### src/rtl/sram_bist_pkg.sv
// rtl/sram_bist_pkg.sv - shared types and constants for the SRAM BIST controller
package sram_bist_pkg;

    typedef enum logic [3:0] {
        IDLE,
        M0_W,
        M1_R,
        M1_W,
        M2_R,
        M2_W,
        M3_R,
        DRAIN,
        DONE
    } state_t;

    localparam logic [7:0] bg_pattern_default = 8'h55;

endpackage

### src/rtl/sram_bist_if.sv
// rtl/sram_bist_if.sv - SRAM pin bundle between BIST controller and memory macro
interface sram_bist_if #(
    parameter int addr_width = 4,
    parameter int word_width = 8
);
    logic [addr_width-1:0] sram_addr;
    logic [word_width-1:0] sram_din;
    logic                  sram_we;
    logic [word_width-1:0] sram_dout;

    modport master (output sram_addr, output sram_din, output sram_we, input sram_dout);
    modport slave  (input sram_addr, input sram_din, input sram_we, output sram_dout);
endinterface

### src/rtl/sram_bist_addr_gen.sv
// rtl/sram_bist_addr_gen.sv - up/down address counter with load-0/load-max and end flags
module sram_bist_addr_gen #(
    parameter int                    addr_width = 4,
    parameter logic [addr_width-1:0] max_addr   = '1
) (
    input  logic                  clk,
    input  logic                  rst_n,
    input  logic                  load0,
    input  logic                  loadmax,
    input  logic                  inc,
    input  logic                  dec,
    output logic [addr_width-1:0] addr,
    output logic                  at_max,
    output logic                  at_min
);

    // Address register; loads win over stepping so march boundaries never wrap
    always_ff @(posedge clk or negedge rst_n) begin
        if (!rst_n) begin
            addr <= '0;
        end else if (load0) begin
            addr <= '0;
        end else if (loadmax) begin
            addr <= max_addr;
        end else if (inc) begin
            addr <= addr + 1'b1;
        end else if (dec) begin
            addr <= addr - 1'b1;
        end
    end

    assign at_max = (addr == max_addr);
    assign at_min = (addr == '0);

endmodule

### src/rtl/sram_bist.sv
// rtl/sram_bist.sv - March C- style BIST controller for a synchronous SRAM
module sram_bist
    import sram_bist_pkg::*;
#(
    parameter int                    addr_width = 4,
    parameter int                    word_depth = 16,
    parameter int                    word_width = 8,
    parameter logic [word_width-1:0] bg_pattern = bg_pattern_default
) (
    input  logic                  clk,
    input  logic                  rst_n,
    input  logic                  start,
    output logic                  busy,
    output logic                  done,
    output logic                  pass,
    output logic [addr_width-1:0] fail_addr,
    output logic [word_width-1:0] fail_data,
    sram_bist_if.master           sram
);

    localparam logic [addr_width-1:0] addr_max = addr_width'(word_depth - 1);

    state_t                state;
    logic [addr_width-1:0] addr;
    logic                  at_max;
    logic                  at_min;
    logic                  ctr_load0;
    logic                  ctr_loadmax;
    logic                  ctr_inc;
    logic                  ctr_dec;
    logic [word_width-1:0] din_q;
    logic                  we_q;
    logic                  cmp_en;
    logic [addr_width-1:0] cmp_addr;
    logic                  cmp_now;
    logic [word_width-1:0] cmp_exp;
    logic [addr_width-1:0] cmp_a;
    logic                  mismatch;

    sram_bist_addr_gen #(
        .addr_width(addr_width),
        .max_addr  (addr_max)
    ) u_addr_gen (
        .clk    (clk),
        .rst_n  (rst_n),
        .load0  (ctr_load0),
        .loadmax(ctr_loadmax),
        .inc    (ctr_inc),
        .dec    (ctr_dec),
        .addr   (addr),
        .at_max (at_max),
        .at_min (at_min)
    );

    assign sram.sram_addr = addr;
    assign sram.sram_din  = din_q;
    assign sram.sram_we   = we_q;

    // Which word is being checked this edge: M1/M2 check the current address, M3 checks one read behind
    always_comb begin
        cmp_now = 1'b0;
        cmp_exp = bg_pattern;
        cmp_a   = addr;
        case (state)
            M1_W: cmp_now = 1'b1;
            M2_W: begin
                cmp_now = 1'b1;
                cmp_exp = ~bg_pattern;
            end
            M3_R, DRAIN: begin
                cmp_now = cmp_en;
                cmp_a   = cmp_addr;
            end
            default: ;
        endcase
        mismatch = cmp_now && (sram.sram_dout != cmp_exp);
    end

    // Address counter steering for each march element
    always_comb begin
        ctr_load0   = 1'b0;
        ctr_loadmax = 1'b0;
        ctr_inc     = 1'b0;
        ctr_dec     = 1'b0;
        case (state)
            IDLE, DONE: ctr_load0 = start;
            M0_W: begin
                ctr_load0 = at_max;
                ctr_inc   = !at_max;
            end
            M1_W: begin
                ctr_loadmax = !mismatch && at_max;
                ctr_inc     = !mismatch && !at_max;
            end
            M2_W: begin
                ctr_load0 = !mismatch && at_min;
                ctr_dec   = !mismatch && !at_min;
            end
            M3_R: ctr_inc = !mismatch && !at_max;
            default: ;
        endcase
    end

    // Sequencer with registered SRAM controls, status and first-failure latches
    always_ff @(posedge clk or negedge rst_n) begin
        if (!rst_n) begin
            state     <= IDLE;
            din_q     <= '0;
            we_q      <= 1'b1;
            busy      <= 1'b0;
            done      <= 1'b0;
            pass      <= 1'b0;
            fail_addr <= '0;
            fail_data <= '0;
            cmp_en    <= 1'b0;
            cmp_addr  <= '0;
        end else begin
            cmp_en <= 1'b0;
            if (mismatch) begin
                // First failure ends the run; controls fall back to read so nothing else is written
                state     <= DONE;
                we_q      <= 1'b1;
                busy      <= 1'b0;
                done      <= 1'b1;
                pass      <= 1'b0;
                fail_addr <= cmp_a;
                fail_data <= sram.sram_dout;
            end else begin
                case (state)
                    IDLE, DONE: begin
                        if (start) begin
                            state     <= M0_W;
                            busy      <= 1'b1;
                            done      <= 1'b0;
                            pass      <= 1'b0;
                            fail_addr <= '0;
                            fail_data <= '0;
                            we_q      <= 1'b0;
                            din_q     <= bg_pattern;
                        end
                    end
                    M0_W: begin
                        if (at_max) begin
                            state <= M1_R;
                            we_q  <= 1'b1;
                        end
                    end
                    M1_R: begin
                        state <= M1_W;
                        we_q  <= 1'b0;
                        din_q <= ~bg_pattern;
                    end
                    M1_W: begin
                        state <= at_max ? M2_R : M1_R;
                        we_q  <= 1'b1;
                    end
                    M2_R: begin
                        state <= M2_W;
                        we_q  <= 1'b0;
                        din_q <= bg_pattern;
                    end
                    M2_W: begin
                        state <= at_min ? M3_R : M2_R;
                        we_q  <= 1'b1;
                    end
                    M3_R: begin
                        cmp_en   <= 1'b1;
                        cmp_addr <= addr;
                        if (at_max) state <= DRAIN;
                    end
                    DRAIN: begin
                        state <= DONE;
                        busy  <= 1'b0;
                        done  <= 1'b1;
                        pass  <= 1'b1;
                    end
                    default: state <= IDLE;
                endcase
            end
        end
    end

endmodule
### src/flat_wrapper.sv
// flat-port wrapper written by rule: the top's interface ports become plain ports
module sram_bist_flat import sram_bist_pkg::*;
#(
    parameter int                    addr_width = 4,
    parameter int                    word_depth = 16,
    parameter int                    word_width = 8,
    parameter logic [word_width-1:0] bg_pattern = bg_pattern_default
)
  (clk, rst_n, start, busy, done, pass, fail_addr, fail_data, sram_sram_addr, sram_sram_din, sram_sram_we, sram_sram_dout);
  sram_bist_if #(.addr_width(addr_width), .word_width(word_width)) sram_i ();
  input  logic clk;
  input  logic rst_n;
  input  logic start;
  output logic busy;
  output logic done;
  output logic pass;
  output logic [addr_width-1:0] fail_addr;
  output logic [word_width-1:0] fail_data;
  output wire logic [$bits(sram_i.sram_addr)-1:0] sram_sram_addr;
  output wire logic [$bits(sram_i.sram_din)-1:0] sram_sram_din;
  output wire logic [$bits(sram_i.sram_we)-1:0] sram_sram_we;
  input wire logic [$bits(sram_i.sram_dout)-1:0] sram_sram_dout;
  assign sram_sram_addr = sram_i.sram_addr;
  assign sram_sram_din = sram_i.sram_din;
  assign sram_sram_we = sram_i.sram_we;
  assign sram_i.sram_dout = sram_sram_dout;
  sram_bist #(.addr_width(addr_width), .word_depth(word_depth), .word_width(word_width), .bg_pattern(bg_pattern)) u_core (.clk(clk), .rst_n(rst_n), .start(start), .busy(busy), .done(done), .pass(pass), .fail_addr(fail_addr), .fail_data(fail_data), .sram(sram_i));
endmodule
### config.mk
export PLATFORM = sky130hd
export DESIGN_NAME = sram_bist_flat
export DESIGN_NICKNAME = d
export VERILOG_FILES = /design/src/rtl/sram_bist_pkg.sv /design/src/rtl/sram_bist_if.sv /design/src/rtl/sram_bist_addr_gen.sv /design/src/rtl/sram_bist.sv /design/src/flat_wrapper.sv
export SDC_FILE = /design/constraint.sdc
export NUM_CORES = 1
export LEC_CHECK = 0
export CAP_MARGIN = 20
export CORE_MARGIN = 4
export CORE_UTILIZATION = 55
export CTS_BUF_LIST = sky130_fd_sc_hd__clkbuf_4 sky130_fd_sc_hd__clkbuf_8
export CTS_CLUSTER_SIZE = 12
export DETAILED_ROUTE_END_ITERATION = 7
export MAX_ROUTING_LAYER = met4
export PLACE_DENSITY = 0.95
export REMOVE_ABC_BUFFERS = 1
export SYNTH_ARGS = -nofsm -noshare
export SYNTH_HDL_FRONTEND = slang
export SYNTH_HIERARCHICAL = 1
export SYNTH_SLANG_ARGS = --single-unit
### constraint.sdc
create_clock -name clk -period 7.2 [get_ports clk]
set_clock_uncertainty 0.15 [all_clocks]
set_input_delay 2.16 -clock clk [delete_from_list [all_inputs] [get_ports clk]]
set_output_delay 2.16 -clock clk [all_outputs]
set_load 0.01 [all_outputs]
==> results of run 1 <==
state kept, by name, indices dropped and copies added (netlist names):
name	flops
u_core/u_addr_gen/addr	4
u_core/pass	1
u_core/sram.sram_we	1
u_core/cmp_addr	4
u_core/done	1
u_core/fail_data	8
u_core/sram.sram_din	2
u_core/fail_addr	4
u_core/busy	1
u_core/state	4
u_core/cmp_en	1
synth_stat cells, types with 5 or more instances:
cell type	count	area, um2
sky130_fd_sc_hd__a21oi_1	10	50.1
sky130_fd_sc_hd__buf_4	7	52.6
sky130_fd_sc_hd__dfrtp_1	30	751
sky130_fd_sc_hd__inv_1	7	26.3
sky130_fd_sc_hd__mux2_2	5	56.3
sky130_fd_sc_hd__mux2i_1	10	100
sky130_fd_sc_hd__nand2_1	24	90.1
sky130_fd_sc_hd__nand4_1	9	56.3
sky130_fd_sc_hd__nor2_1	8	30.0
sky130_fd_sc_hd__o21ai_0	6	30.0
sky130_fd_sc_hd__o21ai_1	5	25.0
cell families (layout without fill, tap and decap cells):
family | Yosys count | in the layout | synth area share
compound gates | 40 | 40 | 0.160
xor+xnor | 2 | 2 | 0.00968
fa+ha+maj | 3 | 3 | 0.0249
buf+inv | 24 | 54 | 0.0781
flops | 31 | 31 | 0.429
mux | 15 | 15 | 0.0864
simple gates | 70 | 70 | 0.211
how the worst max path moves through the flow:
stage | depth (start not counted) | slack (ps) | start | endpoint
2_1_floorplan | 9 | 2060 | sram_sram_dout[2] | u_core/u_addr_gen/addr[3]
3_3_place_gp | 10 | 1300 | sram_sram_dout[3] | u_core/u_addr_gen/addr[3]
3_5_place_dp | 10 | 1030 | sram_sram_dout[7] | u_core/u_addr_gen/addr[3]
4_1_cts | 10 | 1400 | sram_sram_dout[7] | u_core/u_addr_gen/addr[3]
5_1_grt | 10 | 860 | sram_sram_dout[3] | u_core/u_addr_gen/addr[3]
6_report | 10 | 1300 | sram_sram_dout[3] | u_core/u_addr_gen/addr[3]
where the power goes:
group	internal (uW)	switching [uW]	total [uW]
logic	248	231	479
registers	236	81.9	318
clock network	82.0	58.9	141
total	566	372	938
metal layers:
metal | GRT usage | part of all wire | routed length [um]
met4 | 0.0622 | 0.016 | 64
met1 | 0.269 | 0.40 | 1630
met5 | - | 0 | 0
met3 | 0.0581 | 0.065 | 263
met2 | 0.344 | 0.51 | 2070
area by class of cell:
class	count	area [um2]	share of cell area
Clock buffer	6	51.3	0.0231
Clock inverter	2	35.0	0.0157
Inverter	7	26.3	0.0118
Multi-Input combinational cell	130	892	0.401
Sequential cell	31	777	0.349
Tap cell	44	55.1	0.0247
Timing Repair Buffer	39	388	0.174
tightest hold or removal path, stage by stage (launching register included):
cell                      delay [ps]
sky130_fd_sc_hd__dfrtp_1         360
sky130_fd_sc_hd__nand2_1          50
sky130_fd_sc_hd__nand2_1          60
stage by stage:
step,hold slack (ps),util
floorplan,329,-
global placement,309,0.689
detailed placement,333,0.689
CTS,353,0.717
global route,399,0.717
finish,350,0.717
==> results.env, run 1 <==
POST_LAYOUT_NONFILLER_INSTANCES=259
DRC=0
HOLD_PATH_STARTPOINT='u_core/done'
DPL.CELL_COUNT=251
GLOBALROUTETOTALUTIL=0.215
MAX_CAP_VIOLATIONS=0
MAX_FREQ_MHz=169
LAYOUT.FILLER_CELLS=238
DRIVE_GT1_FRAC=0.107
WIRE_PER_INST_UM=15.6
POWER.DENSITY_nW_PER_UM2=422
CP-START-KIND='input port'
CLOCKROOTBUFFER='sky130_fd_sc_hd__clkbuf_4'
WORST_R2R_ENDPOINT='u_core/u_addr_gen/addr[3]'
ANTENNA_VIOLATING_NETS_POST_ROUTE=0
DIE_W_UM=65.4
CRITICAL_PATH.MAX_FANOUT=19
ASYNC_FLOP_SHARE=1.00
PLACED_AREA_UM2=2140
MOST-COMMON-LAYOUT-CELLS='sky130_fd_sc_hd__clkdlybuf4s50_1 (38), sky130_fd_sc_hd__dfrtp_1 (30), sky130_fd_sc_hd__nand2_1 (24), sky130_fd_sc_hd__a21oi_1 (10), sky130_fd_sc_hd__mux2i_1 (10)'
CLKSLEWWORSTSETUPHOLDPATHS_PS=90
FP-ROW-COUNT=20
PERIOD_MINUS_SLACK_PS=5900
DETAIL_ROUTE.ITER0.VIOLATIONS=145
FINAL_MAX_SLEW_VIOL_COUNT=0
TOTAL_NEGATIVE_SLACK_PS=0
CLOCK_TREE_FROM_TRITONCTS='built'
SYNTHFLOPTYPE='sky130_fd_sc_hd__dfrtp_1'
VIAS=1532
CP.BUFFERS_INVERTERS=2
CP_DATA_ARRIVAL_TIME_PS=5980
SEQ_AREA_FRAC_SYNTH=0.429
START_UTIL=0.583
ANTENNA_VIOLATIONS_BEFORE_REPAIR=0
TIMING.CRITICAL_PATH.SLOWEST_CELL_DELAY_PS=730
WORST-R2R-CELL-COUNT=9
WORST_PIN_SLEW_PS=790
WORSTPATHCELLLIST='clkdlybuf4s50_1 > nor4bb_1 > nand4_1 > and3_1 > nor4_1 > inv_1 > ha_1 > a21oi_1 > a22oi_1 > a2111oi_2'
SYNTH_CELLS=185
REPORT.FINAL.HOLD_VIOL_COUNT=0
ANTENNA_CELLS=0
CTS_BUFFER_DEPTH=2
DETAILED_PLACE_HPWL_UM=2910
FINALPOWER_uW=938
FINALCRITPERIODSHARE=0.820
SYNTH.DISTINCT_CELLS=48
PORT_BUFFERS=38
SYNTH.FF_LATCH_COUNT=31
GR-TOTAL-OVERFLOW=0
UNREPAIRED_SETUP_ENDPOINTS_AFTER_GLOBAL_ROUTING='false'
CTS_NUM_SINKS=31
SYNTH_AREA_UM2=1810
VIASPERCELL=5.92
FF2FF_SETUP_SLACK_PS=3010
FINAL_CELL_AREA_UM2=2220
PRE_CTS_SLACK_PS=1030
FINAL_COMMON_CELL='sky130_fd_sc_hd__clkdlybuf4s50_1'
FINAL.SETUP.WORST_SLACK_PS=1300
CTS_SETUP_BUFFERS=0
CORE-AREA_UM2=3100
DR.PASS1.ITERS=4
WORST_HOLD_PATH.ENDPOINT='u_core/done'
WORSTHOLDPATHTYPE='flop to flop'
CPMAXSTAGEDELAYCELL='sky130_fd_sc_hd__nor4_1'
DIEAREA_UM2=4270
DIE-HEIGHT_UM=65.4
SLEW-LIMIT-HEADROOM=0.473
CRITPATHTOPFAMILY='simple AND/OR/NAND/NOR gates'
SYNTH_AREA_PER_CELL_UM2=9.79
YOSYS_WARNINGS=6
ROUTABILITYCONGESTION=0.874
SYN2LAYOUT_AREA_GROWTH_PCT=22.9
WL_UM=4030
VDD_IR_DROP_MAX_uV=290
SYNTH_EDF_COUNT=0
CRITPATHREQUIREDTIME_PS=7280
RESULT_OF_THE_RUN='complete, no violations'
CRIT-REG2REG-LAUNCH='u_core/state[2]'
CTS_INSERTED_BUFFERS=5
FINAL-SETUP-VIOL-COUNT=0
WORST_SKEW_PAIR.LATE_LATENCY_PS=330
GRT_MAX_DEGREE=32
GRT_PASS1_WL_UM=6900
NUMBER_OF_GLOBAL_ROUTE_VIAS_BEFORE_REPAIR=1413
TOP_LEVEL_PORTS=39
POWER.LEAKAGE_uW=0.000957
TIMING_WORST_SETUP_PATH_TYPE='input port to flop'
WORSTSETUPENDPOINTTYPE='flop'
NUMBER_OF_BUFFERS_ADDED_TO_FIX_HOLD_VIOLATIONS_AFTER_CTS=0
POST_CTS_RESIZED=0
LAYOUT.NETS=228
HOLDPATHSTAGES=2
CTS_MAX_LEVEL=2
No activity file was read; power rests on OpenSTA's default activity.
==> inputs of run 2 (changes only) <==
--- a/config.mk
+++ b/config.mk
@@ -7,12 +7,12 @@
 export LEC_CHECK = 0
 export CAP_MARGIN = 20
 export CORE_MARGIN = 4
-export CORE_UTILIZATION = 55
+export CORE_UTILIZATION = 47
 export CTS_BUF_LIST = sky130_fd_sc_hd__clkbuf_4 sky130_fd_sc_hd__clkbuf_8
 export CTS_CLUSTER_SIZE = 12
 export DETAILED_ROUTE_END_ITERATION = 7
 export MAX_ROUTING_LAYER = met4
-export PLACE_DENSITY = 0.95
+export PLACE_DENSITY = 0.89
 export REMOVE_ABC_BUFFERS = 1
 export SYNTH_ARGS = -nofsm -noshare
 export SYNTH_HDL_FRONTEND = slang
==> constraint.sdc (replaced) <==
create_clock -name clk -period 4.9 [get_ports clk]
set_clock_uncertainty 0.15 [all_clocks]
set_input_delay 1.47 -clock clk [delete_from_list [all_inputs] [get_ports clk]]
set_output_delay 1.47 -clock clk [all_outputs]
set_load 0.01 [all_outputs]
==> run 2 against run 1 <==
Critical path depth unchanged. First-iteration DRC count down 2.1%. Register-to-register slack worse by 1200 ps. Core utilization down 9.8 points. Sequential power up 45%. Flip-flop and latch count unchanged. Wire length about the same. Via count down 0.46%. Clock power up 86%. Combinational power up 51%. Critical path type unchanged. Largest cell class unchanged.
==> results.env, run 2 (same netlist as run 1, synthesis figures left out) <==
DIE_W_UM=70.1
SWITCHING_SHARE=0.385
POST_LAYOUT_NONFILLER_INSTANCES=266
MET3_LENGTH_UM=209
DETAILED_PLACE_HPWL_UM=2830
FINAL_COMMON_CELL='sky130_fd_sc_hd__clkdlybuf4s50_1'
TOTAL_NEGATIVE_SLACK_PS=0
ROUTED.TOP_LAYER='met4'
FINAL_MAX_SLEW_VIOL_COUNT=0
PORT_BUFFERS=38
VDD_IR_DROP_MAX_uV=327
DR.PASS1.ITERS=4
SEQUENTIALPOWERSHARE=0.319
POWER_REPORT.INTERNAL_TOTAL_uW=889
START_UTIL=0.491
WORSTSETUPENDPOINTTYPE='flop'
SWITCHING_POWER_uW=557
CLOCKROOTBUFFER='sky130_fd_sc_hd__clkbuf_8'
CTS_BUFFER_DEPTH=2
ANTENNA_CELLS=0
VIASPERCELL=5.73
TOP_REGISTER='u_core/fail_data'
POST_CTS_RESIZED=0
WORSTHOLDPATHTYPE='flop to flop'
POWER.DENSITY_nW_PER_UM2=633
TIMING_WORST_SETUP_PATH_TYPE='input port to flop'
WORST_PIN_SLEW_PS=572
GLOBALROUTETOTALUTIL=0.182
WORST_SKEW_PAIR.LATE_LATENCY_PS=290
DIE-HEIGHT_UM=70.1
LARGEST_REG_FLOPS=8
FINALCRITPERIODSHARE=0.853
CP-START-KIND='input port'
WL_UM=4030
GRT_PASS1_WL_UM=6930
FINAL_CELL_AREA_UM2=2280
POWER_FRAC_CLOCK=0.181
NUMBER_OF_GLOBAL_ROUTE_VIAS_BEFORE_REPAIR=1461
CLOCK_TREE_FROM_TRITONCTS='built'
FIN_UTIL=0.619
DIEAREA_UM2=4910
WHS_PS=345
TOP_LEVEL_PORTS=39
CRITPATHREQUIREDTIME_PS=4930
MET2_LENGTH_UM=1990
CTS_INSERTED_BUFFERS=5
CORE-AREA_UM2=3690
LAYOUT.NETS=231
VIAS=1525
POWER.LEAKAGE_uW=0.000984
DETAIL_ROUTE.ITER0.VIOLATIONS=142
GRT_MAX_DEGREE=32
FP-ROW-COUNT=22
UNREPAIRED_SETUP_ENDPOINTS_AFTER_GLOBAL_ROUTING='false'
CP_DATA_ARRIVAL_TIME_PS=4210
DRIVE_GT1_FRAC=0.119
CTS_SETUP_BUFFERS=0
DRC=0
MAX_CAP_VIOLATIONS=0
ANTENNA_VIOLATING_NETS_POST_ROUTE=0
RESULT_OF_THE_RUN='complete, no violations'
NUMBER_OF_BUFFERS_ADDED_TO_FIX_HOLD_VIOLATIONS_AFTER_CTS=0
DPL.CELL_COUNT=258
REPORT.FINAL.HOLD_VIOL_COUNT=0
FINAL-SETUP-VIOL-COUNT=0
SLEW-LIMIT-HEADROOM=0.618
ROUTABILITYCONGESTION=0.832
CRITICAL_PATH.MAX_FANOUT=9
PERIOD_MINUS_SLACK_PS=4180
WIRE_PER_INST_UM=15.2
GR-TOTAL-OVERFLOW=0
SYN2LAYOUT_AREA_GROWTH_PCT=26.1
CLKSLEWWORSTSETUPHOLDPATHS_PS=70
DRT-MET1-WL_UM=1760
ANTENNA_VIOLATIONS_BEFORE_REPAIR=0
MOST-COMMON-LAYOUT-CELLS='sky130_fd_sc_hd__clkdlybuf4s50_1 (38), sky130_fd_sc_hd__dfrtp_1 (30), sky130_fd_sc_hd__nand2_1 (24), sky130_fd_sc_hd__a21oi_1 (10), sky130_fd_sc_hd__mux2i_1 (10)'
COMB_POWER_SHARE=0.500
CTS_NUM_SINKS=31
MAX_FREQ_MHz=239
PLACED_AREA_UM2=2170
CTS_MAX_LEVEL=2
[run 2: cell count changes in the layout (fill, tap and decap cells not counted), sizes merged]
cell	change
buf	+3
[run 2: path summary, 6_finish.rpt]
kind | slack, ps | cells past startpoint | endpoint | from
setup / recovery | 720 | 10 | u_core/u_addr_gen/addr[3] | sram_sram_dout[3]
hold / removal | 340 | 2 | u_core/done | u_core/done
setup reg to reg | 1780 | 9 | u_core/u_addr_gen/addr[3] | u_core/state[3]
hold reg to reg | 340 | 2 | u_core/done | u_core/done
max in group asynchronous | 2860 | 2 | u_core/sram.sram_we | rst_n
min in group asynchronous | 1420 | 2 | u_core/state[0] | rst_n
[run 2: power by group through the flow]
stage | clock (uW) | sequential, uW | combinational [uW]
floorplan | 0 | 490 | 379
global placement | 0 | 463 | 700
detailed placement | 0 | 465 | 719
CTS | 269 | 460 | 727
global route | 277 | 480 | 794
finish | 262 | 461 | 724
[run 2: critical path, stage by stage]
cell	delay (ps)
sky130_fd_sc_hd__clkdlybuf4s50_1	460
sky130_fd_sc_hd__and4bb_2	360
sky130_fd_sc_hd__o211ai_2	200
sky130_fd_sc_hd__and3_1	260
sky130_fd_sc_hd__nor4_1	300
sky130_fd_sc_hd__inv_1	150
sky130_fd_sc_hd__ha_1	370
sky130_fd_sc_hd__a21oi_1	230
sky130_fd_sc_hd__a22oi_1	130
sky130_fd_sc_hd__a2111oi_2	290
[run 2: area by class of cell]
type | count | area [um2]
clock buffers | 6 | 82.6
clock inverters | 2 | 35.0
flip-flops and latches | 31 | 777
repair buffers | 42 | 410
inverters | 7 | 26.3
multi-input cells | 130 | 892
well taps | 48 | 60.1
fillers | 318 | 1410
[run 2: metrics by stage]
stage	setup slack [ps]	power [uW]
floorplan	448	869
global placement	594	1160
detailed placement	497	1180
CTS	750	1460
global route	592	1550
finish	720	1450
[run 2: layer usage]
metal / up-vias / global-route usage
met4: 0 / 0.0830
li1: 730 / -
met5: - / -
met1: 740 / 0.228
met3: 8 / 0.0388
met2: 47 / 0.281
